`src/rtl/tx_uart_if.sv`:
```
// rtl/tx_uart_if.sv - Request/strobe inputs and serial line/status outputs of tx_uart
interface tx_uart_if #(
  parameter int NB_DATA = 8
);
  logic               i_tick;
  logic               i_start;
  logic [NB_DATA-1:0] i_data;
  logic               o_tx;
  logic               o_busy;
  logic               o_done;

  modport master (output i_tick, i_start, i_data, input o_tx, o_busy, o_done);
  modport slave  (input i_tick, i_start, i_data, output o_tx, o_busy, o_done);
endinterface

```
`src/rtl/tx_uart.sv`:
```
// rtl/tx_uart.sv - 16x-oversampled UART transmitter with optional parity and 1/2 stop bits
module tx_uart #(
  parameter int NB_DATA = 8,
  parameter int SB_TICK = 16,
  parameter int PARITY  = 0
) (
  input  logic     i_clk,
  input  logic     i_reset_n,
  tx_uart_if.slave bus
);
  // The stop bit may run up to 32 ticks, so the shared tick counter widens with it.
  localparam int TW = (SB_TICK > 16) ? $clog2(SB_TICK) : 4;
  localparam int BW = $clog2(NB_DATA);

  typedef enum logic [2:0] {
    ST_IDLE   = 3'd0,
    ST_START  = 3'd1,
    ST_DATA   = 3'd2,
    ST_PARITY = 3'd3,
    ST_STOP   = 3'd4
  } state_t;

  state_t             state_q, state_d;
  logic [TW-1:0]      tick_q, tick_d;
  logic [BW-1:0]      bit_q, bit_d;
  logic [NB_DATA-1:0] shift_q, shift_d;
  logic               par_q, par_d;
  logic               tx_q, tx_d;
  logic               busy_q, busy_d;
  logic               done_q, done_d;
  logic               data_par;

  // Parity is taken from the accepted word, not from the shifting copy.
  assign data_par = (PARITY == 2) ? ~(^bus.i_data) : (^bus.i_data);

  always_comb begin
    state_d = state_q;
    tick_d  = tick_q;
    bit_d   = bit_q;
    shift_d = shift_q;
    par_d   = par_q;
    tx_d    = tx_q;
    busy_d  = busy_q;
    done_d  = 1'b0;
    case (state_q)
      ST_IDLE: begin
        tx_d   = 1'b1;
        busy_d = 1'b0;
        if (bus.i_start) begin
          state_d = ST_START;
          shift_d = bus.i_data;
          par_d   = data_par;
          tick_d  = '0;
          bit_d   = '0;
          tx_d    = 1'b0;
          busy_d  = 1'b1;
        end
      end
      ST_START: begin
        if (bus.i_tick) begin
          if (tick_q == TW'(15)) begin
            tick_d  = '0;
            state_d = ST_DATA;
            tx_d    = shift_q[0];
          end else begin
            tick_d = tick_q + 1'b1;
          end
        end
      end
      ST_DATA: begin
        if (bus.i_tick) begin
          if (tick_q == TW'(15)) begin
            tick_d = '0;
            if (bit_q == BW'(NB_DATA - 1)) begin
              if (PARITY != 0) begin
                state_d = ST_PARITY;
                tx_d    = par_q;
              end else begin
                state_d = ST_STOP;
                tx_d    = 1'b1;
              end
            end else begin
              shift_d = shift_q >> 1;
              bit_d   = bit_q + 1'b1;
              tx_d    = shift_q[1];
            end
          end else begin
            tick_d = tick_q + 1'b1;
          end
        end
      end
      ST_PARITY: begin
        if (bus.i_tick) begin
          if (tick_q == TW'(15)) begin
            tick_d  = '0;
            state_d = ST_STOP;
            tx_d    = 1'b1;
          end else begin
            tick_d = tick_q + 1'b1;
          end
        end
      end
      ST_STOP: begin
        if (bus.i_tick) begin
          if (tick_q == TW'(SB_TICK - 1)) begin
            tick_d  = '0;
            state_d = ST_IDLE;
            busy_d  = 1'b0;
            done_d  = 1'b1;
          end else begin
            tick_d = tick_q + 1'b1;
          end
        end
      end
      default: begin
        state_d = ST_IDLE;
        tick_d  = '0;
        bit_d   = '0;
        tx_d    = 1'b1;
        busy_d  = 1'b0;
      end
    endcase
  end

  always_ff @(posedge i_clk or negedge i_reset_n) begin
    if (!i_reset_n) begin
      state_q <= ST_IDLE;
      tick_q  <= '0;
      bit_q   <= '0;
      shift_q <= '0;
      par_q   <= 1'b0;
      tx_q    <= 1'b1;
      busy_q  <= 1'b0;
      done_q  <= 1'b0;
    end else begin
      state_q <= state_d;
      tick_q  <= tick_d;
      bit_q   <= bit_d;
      shift_q <= shift_d;
      par_q   <= par_d;
      tx_q    <= tx_d;
      busy_q  <= busy_d;
      done_q  <= done_d;
    end
  end

  assign bus.o_tx   = tx_q;
  assign bus.o_busy = busy_q;
  assign bus.o_done = done_q;
endmodule

```
`src/flat_wrapper.sv`:
```
// flat-port wrapper written by rule: the top's interface ports become plain ports
module tx_uart_flat 
#(
  parameter int NB_DATA = 8,
  parameter int SB_TICK = 16,
  parameter int PARITY  = 0
)
  (i_clk, i_reset_n, bus_i_tick, bus_i_start, bus_i_data, bus_o_tx, bus_o_busy, bus_o_done);
  tx_uart_if #(.NB_DATA(NB_DATA)) bus_i ();
  input  logic i_clk;
  input  logic i_reset_n;
  input wire logic [$bits(bus_i.i_tick)-1:0] bus_i_tick;
  input wire logic [$bits(bus_i.i_start)-1:0] bus_i_start;
  input wire logic [$bits(bus_i.i_data)-1:0] bus_i_data;
  output wire logic [$bits(bus_i.o_tx)-1:0] bus_o_tx;
  output wire logic [$bits(bus_i.o_busy)-1:0] bus_o_busy;
  output wire logic [$bits(bus_i.o_done)-1:0] bus_o_done;
  assign bus_i.i_tick = bus_i_tick;
  assign bus_i.i_start = bus_i_start;
  assign bus_i.i_data = bus_i_data;
  assign bus_o_tx = bus_i.o_tx;
  assign bus_o_busy = bus_i.o_busy;
  assign bus_o_done = bus_i.o_done;
  tx_uart #(.NB_DATA(NB_DATA), .SB_TICK(SB_TICK), .PARITY(PARITY)) u_core (.i_clk(i_clk), .i_reset_n(i_reset_n), .bus(bus_i));
endmodule
```
`config.mk`:
```
export PLATFORM = sky130hd
export DESIGN_NAME = tx_uart_flat
export DESIGN_NICKNAME = d
export VERILOG_FILES = /design/src/rtl/tx_uart_if.sv /design/src/rtl/tx_uart.sv /design/src/flat_wrapper.sv
export SDC_FILE = /design/constraint.sdc
export NUM_CORES = 1
export LEC_CHECK = 0
export CAP_MARGIN = 20
export CORE_MARGIN = 2
export CORE_UTILIZATION = 50
export CTS_CLUSTER_DIAMETER = 150
export DETAILED_ROUTE_END_ITERATION = 10
export DONT_BUFFER_PORTS = 1
export GPL_ROUTABILITY_DRIVEN = 0
export HOLD_SLACK_MARGIN = 0.02
export PLACE_DENSITY_LB_ADDON = 0.05
export SETUP_SLACK_MARGIN = 0.05
export SLEW_MARGIN = 30
export SYNTH_ARGS = -nofsm -noshare
export SYNTH_HDL_FRONTEND = slang
export SYNTH_SLANG_ARGS = --single-unit
```
`constraint.sdc`:
```
create_clock -name i_clk -period 4.43 [get_ports i_clk]
set_clock_uncertainty 0.2 [all_clocks]
set_input_delay 0.886 -clock i_clk [delete_from_list [all_inputs] [get_ports i_clk]]
set_output_delay 0.886 -clock i_clk [all_outputs]
set_load 0.05 [all_outputs]
```
=== Yosys cells after proc, flatten, opt, wreduce, memory -nomap -nowiden ===
Index checks and enable logic that the tools add are counted.

* Register bits after elaboration: 21
* Latch bits: 0
* Bits in writable memories: 0
* ROM bits: 0
* Bits of input ports: 12
* Output and inout bits: 3
* Memories: 0

* $add $sub $neg: 2
* Multipliers: 0
* Divide/modulo/power cells: 0
* $lt $le $gt $ge: 0
* Equality and inequality tests: 18
* Shift-type cells: 0
* Mux-type cells: 41
* Bitwise logic cells: 3
* Reductions and logical operators: 11

{| class="wikitable"
|+ Operator list
! operator !! number
|-
| 3-bit two-way mux || 14
|-
| 8-bit two-way mux || 4
|-
| 8-bit one-hot mux with 2 select lines || 1
|-
| 3-bit one-hot mux with 5 select lines || 1
|-
| 1-bit two-way mux || 14
|-
| 4-bit two-way mux || 3
|-
| 2-bit by 1-bit != test with 1-bit output, second input constant || 6
|-
| 2-bit != test, second input constant || 6
|-
| 10-bit AND reduction || 1
|-
| 5-bit AND reduction || 2
|-
| 3-bit one-hot mux with 3 select lines || 1
|-
| 4-bit one-hot mux with 2 select lines || 1
|-
| 7-bit AND reduction || 1
|-
| 3-bit by 2-bit equality test with 1-bit output, second input constant || 2
|-
| 3-bit equality test, second input constant || 2
|-
| 3-bit OR reduction || 2
|-
| 1-bit one-hot mux with 5 select lines || 1
|-
| 4-bit by 1-bit adder with 4-bit output, second input constant || 1
|-
| 4-bit equality test, second input constant || 1
|-
| 4-bit OR reduction || 1
|-
| 3-bit by 1-bit adder with 3-bit output, second input constant || 1
|-
| 3-bit by 1-bit equality test with 1-bit output, second input constant || 1
|-
| 3-bit logical NOT || 1
|-
| 1-bit inverter || 3
|-
| other kinds (4) || 4
|}

=== Depth between registers and ports, before layout ===
Gate-level depths: netlist of run 1.

* Depth after elaboration: 5
* Depth in mapped cells: 5
* Depth with buffers taken out: 5

=== Worst setup path after synthesis of run 1 ===
OpenSTA, ideal clock, no wires.

* Path kind: input to register
* Start point: input port bus_i_start
* End point: register u_core.bit_q[1]
* Library setup time: 121 ps
* Arrival time: 1753 ps
* Slack: 2356 ps
* Stages on the path: 3
* Path buffers: 0
* Path through: or4b_4 > a32o_1 > a22o_1

* Word-level cells in the longest chain between the ends: 2

{| class="wikitable"
|+ Ends and longest elaborated chain
! element !! RTL line !! text
|-
| start, declared || flat_wrapper.sv:13 || <nowiki>input wire logic [$bits(bus_i.i_start)-1:0] bus_i_start;</nowiki>
|-
| 2-bit != test (no line) || n/a ||
|-
| 5-bit AND reduction (no line) || n/a ||
|-
| end signal, assigned || tx_uart.sv:138 || <nowiki>bit_q <= bit_d;</nowiki>
|-
| end, declared || tx_uart.sv:25 || <nowiki>logic [BW-1:0] bit_q, bit_d;</nowiki>
|}

No other way between the ends.
A chain may end at the register's enable or synchronous reset.

=== Worst setup path after layout of run 1 ===
* Start point: register u_core.state_q[1]
* End point: register u_core.shift_q[3]

* Word-level cells in the longest chain between the ends: 3
* Elaborated cells on any way between the ends: 9
* Those cells by class: 5 x eq/ne; 1 x mux; 3 x reduce/logical

{| class="wikitable"
|+ Ends and longest elaborated chain
! element !! RTL line !! text
|-
| start, declared || tx_uart.sv:23 || <nowiki>state_t state_q, state_d;</nowiki>
|-
| start signal, assigned || tx_uart.sv:136 || <nowiki>state_q <= state_d;</nowiki>
|-
| 3-bit by 2-bit equality test with 1-bit output or 3-bit logical NOT (tied branches) || tx_uart.sv:45 || <nowiki>case (state_q)</nowiki>
|-
| 2-bit != test (no line) (tied with other cells) || n/a ||
|-
| 5-bit AND reduction (no line) || n/a ||
|-
| end signal, assigned || tx_uart.sv:139 || <nowiki>shift_q <= shift_d;</nowiki>
|-
| end, declared || tx_uart.sv:26 || <nowiki>logic [NB_DATA-1:0] shift_q, shift_d;</nowiki>
|}

Parallel ways exist; a longest one is shown, timed or not.

==> impl_metrics.tcl, run 1 <==
set metrics [dict create \
    ys_ff_latch 21 \
    cp-endpoint "u_core.shift_q[3]" \
    start_kind "flop" \
    yosysTopAreaCellShare 0.413 \
    worst_slew_pin_slew_ns 0.658 \
    vias 888 \
    synth_top_cell_by_area "dfrtp_1" \
    grt_busiest_layer "met2" \
    yosysWarnings 0 \
    place_ws_ns 2.16 \
    crit_path_start "u_core.state_q[1]" \
    synth_area_per_cell_um2 10.5 \
    irDropWorstVdd_v 0.000346 \
    cp.arrival_ns 2.21 \
    grt_max_degree 22 \
    r2r-end "u_core.shift_q[3]" \
    wl_per_cell_um 17.5 \
    clkLatencyLatePin_ns 0.30 \
    end_kind "flop" \
    r2r_cells 4 \
    vias_per_cell 6.34 \
    cts_inserted_buffers 3 \
    dp.cells 136 \
    synth_area_leaders "dfrtp_1, mux2_2, o21ai_0, ha_1, nand2_1" \
    met2_usage 0.280 \
    die_area_um2 2830 \
    final_hold_viol_count 0 \
    yosysUniqueCellTypes 40 \
    post-route-drc-count 0 \
    cts_hold_buffers 0 \
    first_pass_iters 4 \
    drive_above_1_share 0.205 \
    synth-main-ff-cell "dfrtp_1" \
    multi_input_comb_area_um2 641 \
    netlist_area_um2 1210 \
    status "finished clean" \
    die_h_um 53.2 \
    min_path_type "in -> async" \
    seq_area_um2 527 \
    finalCriticalPeriod_ns 2.22 \
    seq_area_frac_synth 0.434 \
    htreeDepth 1 \
    ant_nets 0 \
    final_common_cell "dfrtp_1" \
    crit_fanout 19 \
    clk_pin_slew_ns 0.12 \
    grt_overflow 0 \
    cts_tree "yes" \
    syn2layout_area_growth_pct 2.27 \
    timing.slew.headroom 0.557 \
    synth-edff-count 0 \
    required_ns 4.43 \
    setup_ws_ns 2.21 \
    rows 17 \
    start_util 0.538 \
    syn_inst 115 \
    final_cell_mix "dfrtp_1, mux2_2, o21ai_0, nand2_1" \
    port_buffers 0 \
    post_cts_resized 0 \
    gr-usage-met3 0.0339 \
    finalCritPeriodShare 0.500 \
    total_leakage_power_uw 0.000517 \
    finalMaxSlewViolations 0 \
    final_nets 128 \
    max_freq_ghz 0.451 \
    powerDensity_nw_per_um2 507 \
    dieWidth_um 53.2 \
    core-area_um2 2250 \
    cts_sinks 21 \
    layout.cells.non_filler 140 \
    cts_buffer_depth 2 \
    pin_count 15 \
    async_flop_share 1.00 \
    rsz0062_at_grt "false" \
    syn_nets 130 \
    dpl.hpwl_mm 1.67 \
    cts_setup_buffers 0 \
    antenna_found_initial 0 \
    root_buffer "clkbuf_4" \
    reg2reg_slack_ns 2.21 \
    maxCapViolCount 0 \
    grt_pass1_wl_mm 3.89 \
    grt.total_usage 0.190 \
    timing.rr.start "u_core.state_q[1]" \
    drt_iter0_markers 20 \
    diodes 0 \
    met1_usage 0.265 \
    num-fill-cells 239 \
    final-setup-viol-count 0 \
    routed_wl_mm 2.45 \
    tns_ns 0 \
    grt_pass1_vias 820 \
    critical_path_class "reg -> reg" \
]
[synth_stat cells, drive strengths merged (2+ instances only)]
| library cell | instances |
|---|---|
| nor2 | 4 |
| clkbuf | 4 |
| mux2 | 14 |
| nor4b | 2 |
| dfrtp | 20 |
| nand4 | 2 |
| nand2b | 3 |
| nand3b | 2 |
| ha | 3 |
| or3b | 2 |
| buf | 4 |
| a22o | 3 |
| nand4b | 2 |
| nand2 | 9 |
| o21a | 2 |
| o21ai | 9 |
| and3 | 2 |
| or3 | 2 |
| a21oi | 4 |
| nand3 | 3 |
[through the flow]
stage / hold slack [ns] / cell area [µm²] / util / total power (µW)
after floorplan: 0.261 / 1210 / - / 504
after CTS: 0.0496 / 1240 / 0.550 / 634
after detailed placement: 0.292 / 1210 / 0.538 / 541
after global placement: 0.286 / 1210 / 0.538 / 527
after global routing: 0.0301 / 1240 / 0.550 / 676
final: 0.0579 / 1240 / 0.550 / 629
[layout make-up]
cell class | instances | share of cell area
Clock buffer | 4 | 0.0212
Inverter | 1 | 0.00303
Multi-Input combinational cell | 85 | 0.517
Sequential cell | 21 | 0.425
Tap cell | 28 | 0.0283
Timing Repair Buffer | 1 | 0.00605
[worst max-delay path, stage by stage, from the launching register on]
cell,delay [ns]
dfrtp_1,0.59
nor3b_1,0.24
buf_4,0.21
a31oi_2,0.47
mux2_2,0.40
[state kept, by name (all words and copies together) (netlist names)]
signal,count
u_core.bus.o_done,1
u_core.bit_q,3
u_core.tick_q,4
u_core.bus.o_tx,1
u_core.state_q,3
u_core.bus.o_busy,1
u_core.shift_q,8
[cells by family (layout without fill, tap and decap cells)]
kind of cell | count (synthesis) | after routing | synth area share
flip-flops | 21 | 21 | 0.434
XOR/XNOR | 1 | 1 | 0.00723
adder cells (fa/ha/maj) | 3 | 3 | 0.0310
buffers and inverters | 9 | 6 | 0.0371
AO/OA/AOI/OAI | 27 | 27 | 0.154
AND/OR/NAND/NOR | 39 | 39 | 0.198
multiplexers | 15 | 15 | 0.138
[worst min-delay path by stage]
stage / from / slack [ns] / end
after floorplan: u_core.shift_q[7] / 0.26 / u_core.shift_q[7]
after global placement: u_core.shift_q[2] / 0.29 / u_core.shift_q[2]
after detailed placement: u_core.shift_q[6] / 0.29 / u_core.shift_q[6]
after CTS: i_reset_n / 0.05 / u_core.tick_q[1]
after global routing: i_reset_n / 0.03 / u_core.tick_q[2]
final: i_reset_n / 0.06 / u_core.tick_q[2]
[power by group]
| part | internal, µW | switching [µW] |
|---|---|---|
| Sequential | 263 | 109 |
| Clock | 35.1 | 57.3 |
| Combinational | 95.2 | 69.5 |
[per-layer routing]
layer  vias up  wire length [µm]
met5         -                 0
met4         0                33
met1       432              1160
met3         4                99
met2        23              1160
li1        429                 -
Power figures use the tool's default switching activity.
==> inputs of run 2 (changes only) <==
==> constraint.sdc (replaced) <==
create_clock -name i_clk -period 1.8 [get_ports i_clk]
set_clock_uncertainty 0.2 [all_clocks]
set_input_delay 0.36 -clock i_clk [delete_from_list [all_inputs] [get_ports i_clk]]
set_output_delay 0.36 -clock i_clk [all_outputs]
set_load 0.05 [all_outputs]
==> run 2 against run 1 <==
Against the previous run: the flow now finishes with violations (negative setup slack); power grew to 2.8 times the previous value; worst hold slack worse by 0.041 ns; maximum frequency is 15% higher; die area stayed put; worst setup slack worse by 2.3 ns; first-iteration DRC count is 50% lower; sequential cell count stayed put; critical endpoint is now u_core.shift_q[5]; highest routed layer unchanged.
==> impl_metrics.tcl, run 2 (synthesized netlist as in run 1, its figures left out) <==
set metrics [dict create \
    vias_per_cell 6.01 \
    vias 992 \
    syn2layout_area_growth_pct 27.3 \
    largest_register "u_core.shift_q" \
    worst_slew_pin_slew_ns 0.497 \
    violations "negative setup slack" \
    die_h_um 53.2 \
    dieWidth_um 53.2 \
    min_path_type "in -> reg" \
    powerDensity_nw_per_um2 1150 \
    irDropWorstVdd_v 0.000850 \
    dpl.hpwl_mm 1.70 \
    finalCriticalPeriod_ns 1.92 \
    reg_top3 "u_core.shift_q: 8 flops, u_core.tick_q: 4 flops" \
    port_buffers 0 \
    largest_reg_flops 8 \
    crit_slowest_cell "dfrtp_1" \
    setup_ws_ns -0.120 \
    critical_path_class "reg -> reg" \
    die_area_um2 2830 \
    start_kind "flop" \
    final_hold_viol_count 0 \
    finalMaxSlewViolations 0 \
    post-route-drc-count 0 \
    finalCritPeriodShare 1.07 \
    routed_wl_mm 2.57 \
    final_cell_mix "buf_4, dfrtp_1, nand2_1" \
    grt_pass1_wl_mm 4.02 \
    status "finished, violations left" \
    clk_pin_slew_ns 0.12 \
    wl_per_cell_um 15.5 \
    max_freq_ghz 0.521 \
    final_nets 153 \
    min_from "bus_i_tick" \
    diodes 0 \
    grt_overflow 0 \
    maxCapViolCount 0 \
    total_leakage_power_uw 0.000686 \
    critPathMaxStageDelay_ns 0.41 \
    final_common_cell "buf_4" \
    reg2reg_slack_ns -0.12 \
    root_buffer "clkbuf_4" \
    cp_cell_sequence "ha_2, ha_4, and4b_2, a31oi_4, buf_12, mux2_4" \
    first_pass_iters 4 \
    core-area_um2 2250 \
    cts_tree "yes" \
    rows 17 \
    final-setup-viol-count 9 \
    start_util 0.538 \
    grt_pass1_vias 857 \
    clkLatencyLatePin_ns 0.31 \
    antenna_found_initial 0 \
    pin_count 15 \
    grt.total_usage 0.200 \
    end_kind "flop" \
    cts_sinks 21 \
    cts_inserted_buffers 3 \
    grt_max_degree 22 \
    timing.slew.headroom 0.669 \
    hold_slack_ns 0.0170 \
    place_ws_ns -0.109 \
    drt_iter0_markers 10 \
    rsz0062_at_grt "true" \
    cp.arrival_ns 1.93 \
    ant_nets 0 \
    crit_fanout 8 \
    timing.rr.start "u_core.bit_q[1]" \
    htreeDepth 1 \
    required_ns 1.81 \
    crit_path_start "u_core.bit_q[1]" \
    drive_above_1_share 0.416 \
    cts_buffer_depth 2 \
]
## run 2: changes by cell type in the layout (fill, tap and decap cells not counted), sizes merged
cell and change:
buf +22, clkbuf -1, clkinv +1, dlygate4sd3 +3
## run 2: what timing repair did
action / in CTS / in global routing
cloned: 0 / 0
hold buffers: 3 / 1
buffers inserted: 2 / 3
setup endpoints to repair: 10 / 13
pin swaps: 1 / 4
endpoints found under the hold margin: 23 / 20
resized for setup: 2 / 14
## run 2: power by group
group          internal (µW)  switching, µW
Sequential               649            185
Clock                   83.0            150
Combinational            414            298
Total                   1150            633
## run 2: metrics by stage
stage               cell area (µm²)  utilization  cells  TNS [ns]  power (µW)
floorplan                      1260            -    115    -0.316        1260
global placement               1390        0.615    152    -0.315        1430
detailed placement             1390        0.615    152    -0.699        1450
CTS                            1460        0.649    161    -0.746        1700
global route                   1540        0.685    165     -1.23        1920
finish                         1540        0.685    165    -0.840        1780
## run 2: worst paths after layout
check / end / cells past startpoint
min: u_core.state_q[2] / 2
min reg2reg: u_core.shift_q[7] / 1
max in group asynchronous: u_core.bus.o_tx / 2
min in group asynchronous: u_core.bus.o_busy / 2
max reg2reg: u_core.shift_q[5] / 6
max: u_core.shift_q[5] / 6
## run 2: layout make-up
class / count / area [µm²]
clock buffers: 3 / 22.5
fillers: 180 / 711
repair buffers: 26 / 225
inverters: 1 / 3.75
multi-input cells: 85 / 723
flip-flops and latches: 21 / 529
well taps: 28 / 35.0
clock inverters: 1 / 5.00
## run 2: layer usage
| layer | GRT usage | share of wire | up-vias | routed length [µm] |
|---|---|---|---|---|
| li1 | - | - | 478 | - |
| met1 | 0.296 | 0.49 | 492 | 1260 |
| met2 | 0.286 | 0.46 | 18 | 1190 |
| met3 | 0.0339 | 0.036 | 4 | 92 |
| met4 | 0.0769 | 0.0097 | 0 | 25 |
| met5 | 0 | 0 | - | 0 |
## run 2: worst max-delay path, delay by kind of cell, from the launching register on
family,cells,cell delay [ns]
mux,1,0.29
flops,1,0.41
compound gates,1,0.10
simple gates,1,0.31
buf+inv,1,0.15
fa+ha+maj,2,0.34
==> inputs of run 3 (changes only) <==
--- a/config.mk
+++ b/config.mk
@@ -6,6 +6,7 @@
 export NUM_CORES = 1
 export LEC_CHECK = 0
 export CAP_MARGIN = 20
+export CORE_ASPECT_RATIO = 1.4
 export CORE_MARGIN = 2
 export CORE_UTILIZATION = 50
 export CTS_CLUSTER_DIAMETER = 150
@@ -13,7 +14,7 @@
 export DONT_BUFFER_PORTS = 1
 export GPL_ROUTABILITY_DRIVEN = 0
 export HOLD_SLACK_MARGIN = 0.02
-export PLACE_DENSITY_LB_ADDON = 0.05
+export PLACE_DENSITY = 0.68
 export SETUP_SLACK_MARGIN = 0.05
 export SLEW_MARGIN = 30
 export SYNTH_ARGS = -nofsm -noshare
==> run 3 against run 2 <==
Against the previous run: the flow still finishes with violations (negative setup slack); worst hold slack gained 0.031 ns; critical path depth is the same; global-route usage grew 1.7 points; routed wire length grew 11%; power grew 1.7%; sequential power is essentially flat; largest cell class unchanged; highest routed layer unchanged.
==> impl_metrics.tcl, run 3 (synthesized netlist as in run 1, its figures left out) <==
set metrics [dict create \
    status "finished, violations left" \
    violations "negative setup slack" \
    wl_per_cell_um 17.8 \
    final_core_util 0.653 \
    largest_register "u_core.shift_q" \
    final_common_cell "dfrtp_1" \
    place_ws_ns -0.123 \
    vias 994 \
    place_area_um2 1400 \
    required_ns 1.81 \
    finalCriticalPeriod_ns 1.96 \
    antenna_found_initial 0 \
    rows 21 \
    timing.slew.headroom 0.668 \
    start_kind "flop" \
    root_buffer "clkbuf_4" \
    setup_ws_ns -0.162 \
    crit_fanout 8 \
    cp.arrival_ns 1.97 \
    cts_sinks 21 \
    irDropWorstVdd_v 0.000895 \
    dp.cells 149 \
    critical_path_class "reg -> reg" \
    total_leakage_power_uw 0.000682 \
    min_path_cells 2 \
    dpl.hpwl_mm 1.91 \
    largest_reg_flops 8 \
    cts_buffer_depth 2 \
    routed_wl_mm 2.84 \
    final_nets 152 \
    final_cell_mix "dfrtp_1, buf_4, o21ai_0, nand2_1" \
    finalMaxSlewViolations 0 \
    layout.cells.non_filler 159 \
    p_seq_frac 0.462 \
    ant_nets 0 \
    final-setup-viol-count 10 \
    rsz0062_at_grt "true" \
    port_buffers 0 \
    num-fill-cells 171 \
    pin_count 15 \
    post-route-drc-count 0 \
    r2r_cells 6 \
    die_h_um 62.3 \
    core-area_um2 2340 \
    dieWidth_um 45.6 \
    tns_ns -1.31 \
    drt_iter0_markers 28 \
    swShare 0.357 \
    powerDensity_nw_per_um2 1180 \
    cts_tree "yes" \
    first_pass_iters 4 \
    clk_pin_slew_ns 0.11 \
    vias_per_cell 6.25 \
    maxCapViolCount 0 \
    drive_above_1_share 0.390 \
    htreeDepth 1 \
    reg_top3 "u_core.shift_q: 8 flops, u_core.tick_q: 4 flops" \
    syn2layout_area_growth_pct 26.0 \
    diodes 0 \
    worst_slew_pin_slew_ns 0.498 \
    final_hold_viol_count 0 \
    fin_area_um2 1530 \
    start_util 0.518 \
    max_freq_ghz 0.510 \
    cts_inserted_buffers 3 \
    grt_max_degree 22 \
    min_path_type "in -> reg" \
    finalCritPeriodShare 1.09 \
    internal_power_uw 1160 \
    grt_pass1_vias 1026 \
    grt_overflow 0 \
    end_kind "flop" \
    switching_power_uw 646 \
    clkPwrFrac 0.130 \
    die_area_um2 2840 \
    grt.total_usage 0.217 \
    grt_pass1_wl_mm 4.52 \
    clkLatencyLatePin_ns 0.31 \
    power_frac_comb 0.409 \
]
run 3: cell count changes in the layout (fill, tap and decap cells not counted), moves of 2 or more:
cell,previous run,this run
dfrtp_1,18,20
nand3_2,0,2
o21ai_0,7,9
dfrtp_2,2,0
nand3_1,3,1
run 3: per-stage QoR:
step / power, µW / hold slack (ns)
global route: 1940 / 0.0638
global placement: 1440 / -0.135
finish: 1810 / 0.0480
detailed placement: 1470 / -0.135
CTS: 1720 / 0.0446
floorplan: 1260 / -0.136
run 3: repair_timing:
| item | CTS | global route |
|---|---|---|
| endpoints found under the hold margin | 23 | 20 |
| buffers inserted | 1 | 1 |
| setup endpoints to repair | 11 | 13 |
| pin swaps | 2 | 3 |
| cloned | 0 | 0 |
| gates resized for setup | 2 | 11 |
| hold buffers | 3 | 1 |
run 3: metal layers:
layer  routed length, µm  vias up  GRT usage
li1                    -      473          -
met1                1150      499      0.249
met2                1550       18      0.363
met3                  85        4     0.0320
met4                  52        0      0.121
met5                   0        -          0
run 3: power groups by stage:
stage	Clock (µW)	Sequential (µW)	Combinational (µW)
floorplan	0	816	448
global placement	0	829	608
detailed placement	0	840	631
CTS	241	828	654
global route	254	859	824
finish	234	835	739
run 3: final cells by class:
type                       count  area [µm²]  area share
inverter                       1        3.75     0.00246
tap                           23        28.8      0.0188
sequential                    21         527       0.345
clock buffer                   4        26.3      0.0172
timing repair buffer          25         218       0.143
multi-input combinational     85         724       0.474
run 3: worst paths after layout:
kind | from | to | slack [ns]
setup reg to reg | u_core.bit_q[0] | u_core.shift_q[1] | -0.16
setup / recovery | u_core.bit_q[0] | u_core.shift_q[1] | -0.16
hold / removal | bus_i_tick | u_core.state_q[2] | 0.05
hold reg to reg | u_core.shift_q[6] | u_core.shift_q[6] | 0.32
min in group asynchronous | i_reset_n | u_core.bus.o_done | 0.33
max in group asynchronous | i_reset_n | u_core.bus.o_tx | 0.72
run 3: worst max-delay path, cell delays in order (launching register included):
cell	delay [ns]
dfrtp_1	0.42
ha_2	0.21
ha_4	0.15
and4b_2	0.32
a31oi_4	0.11
buf_12	0.15
mux2_4	0.30
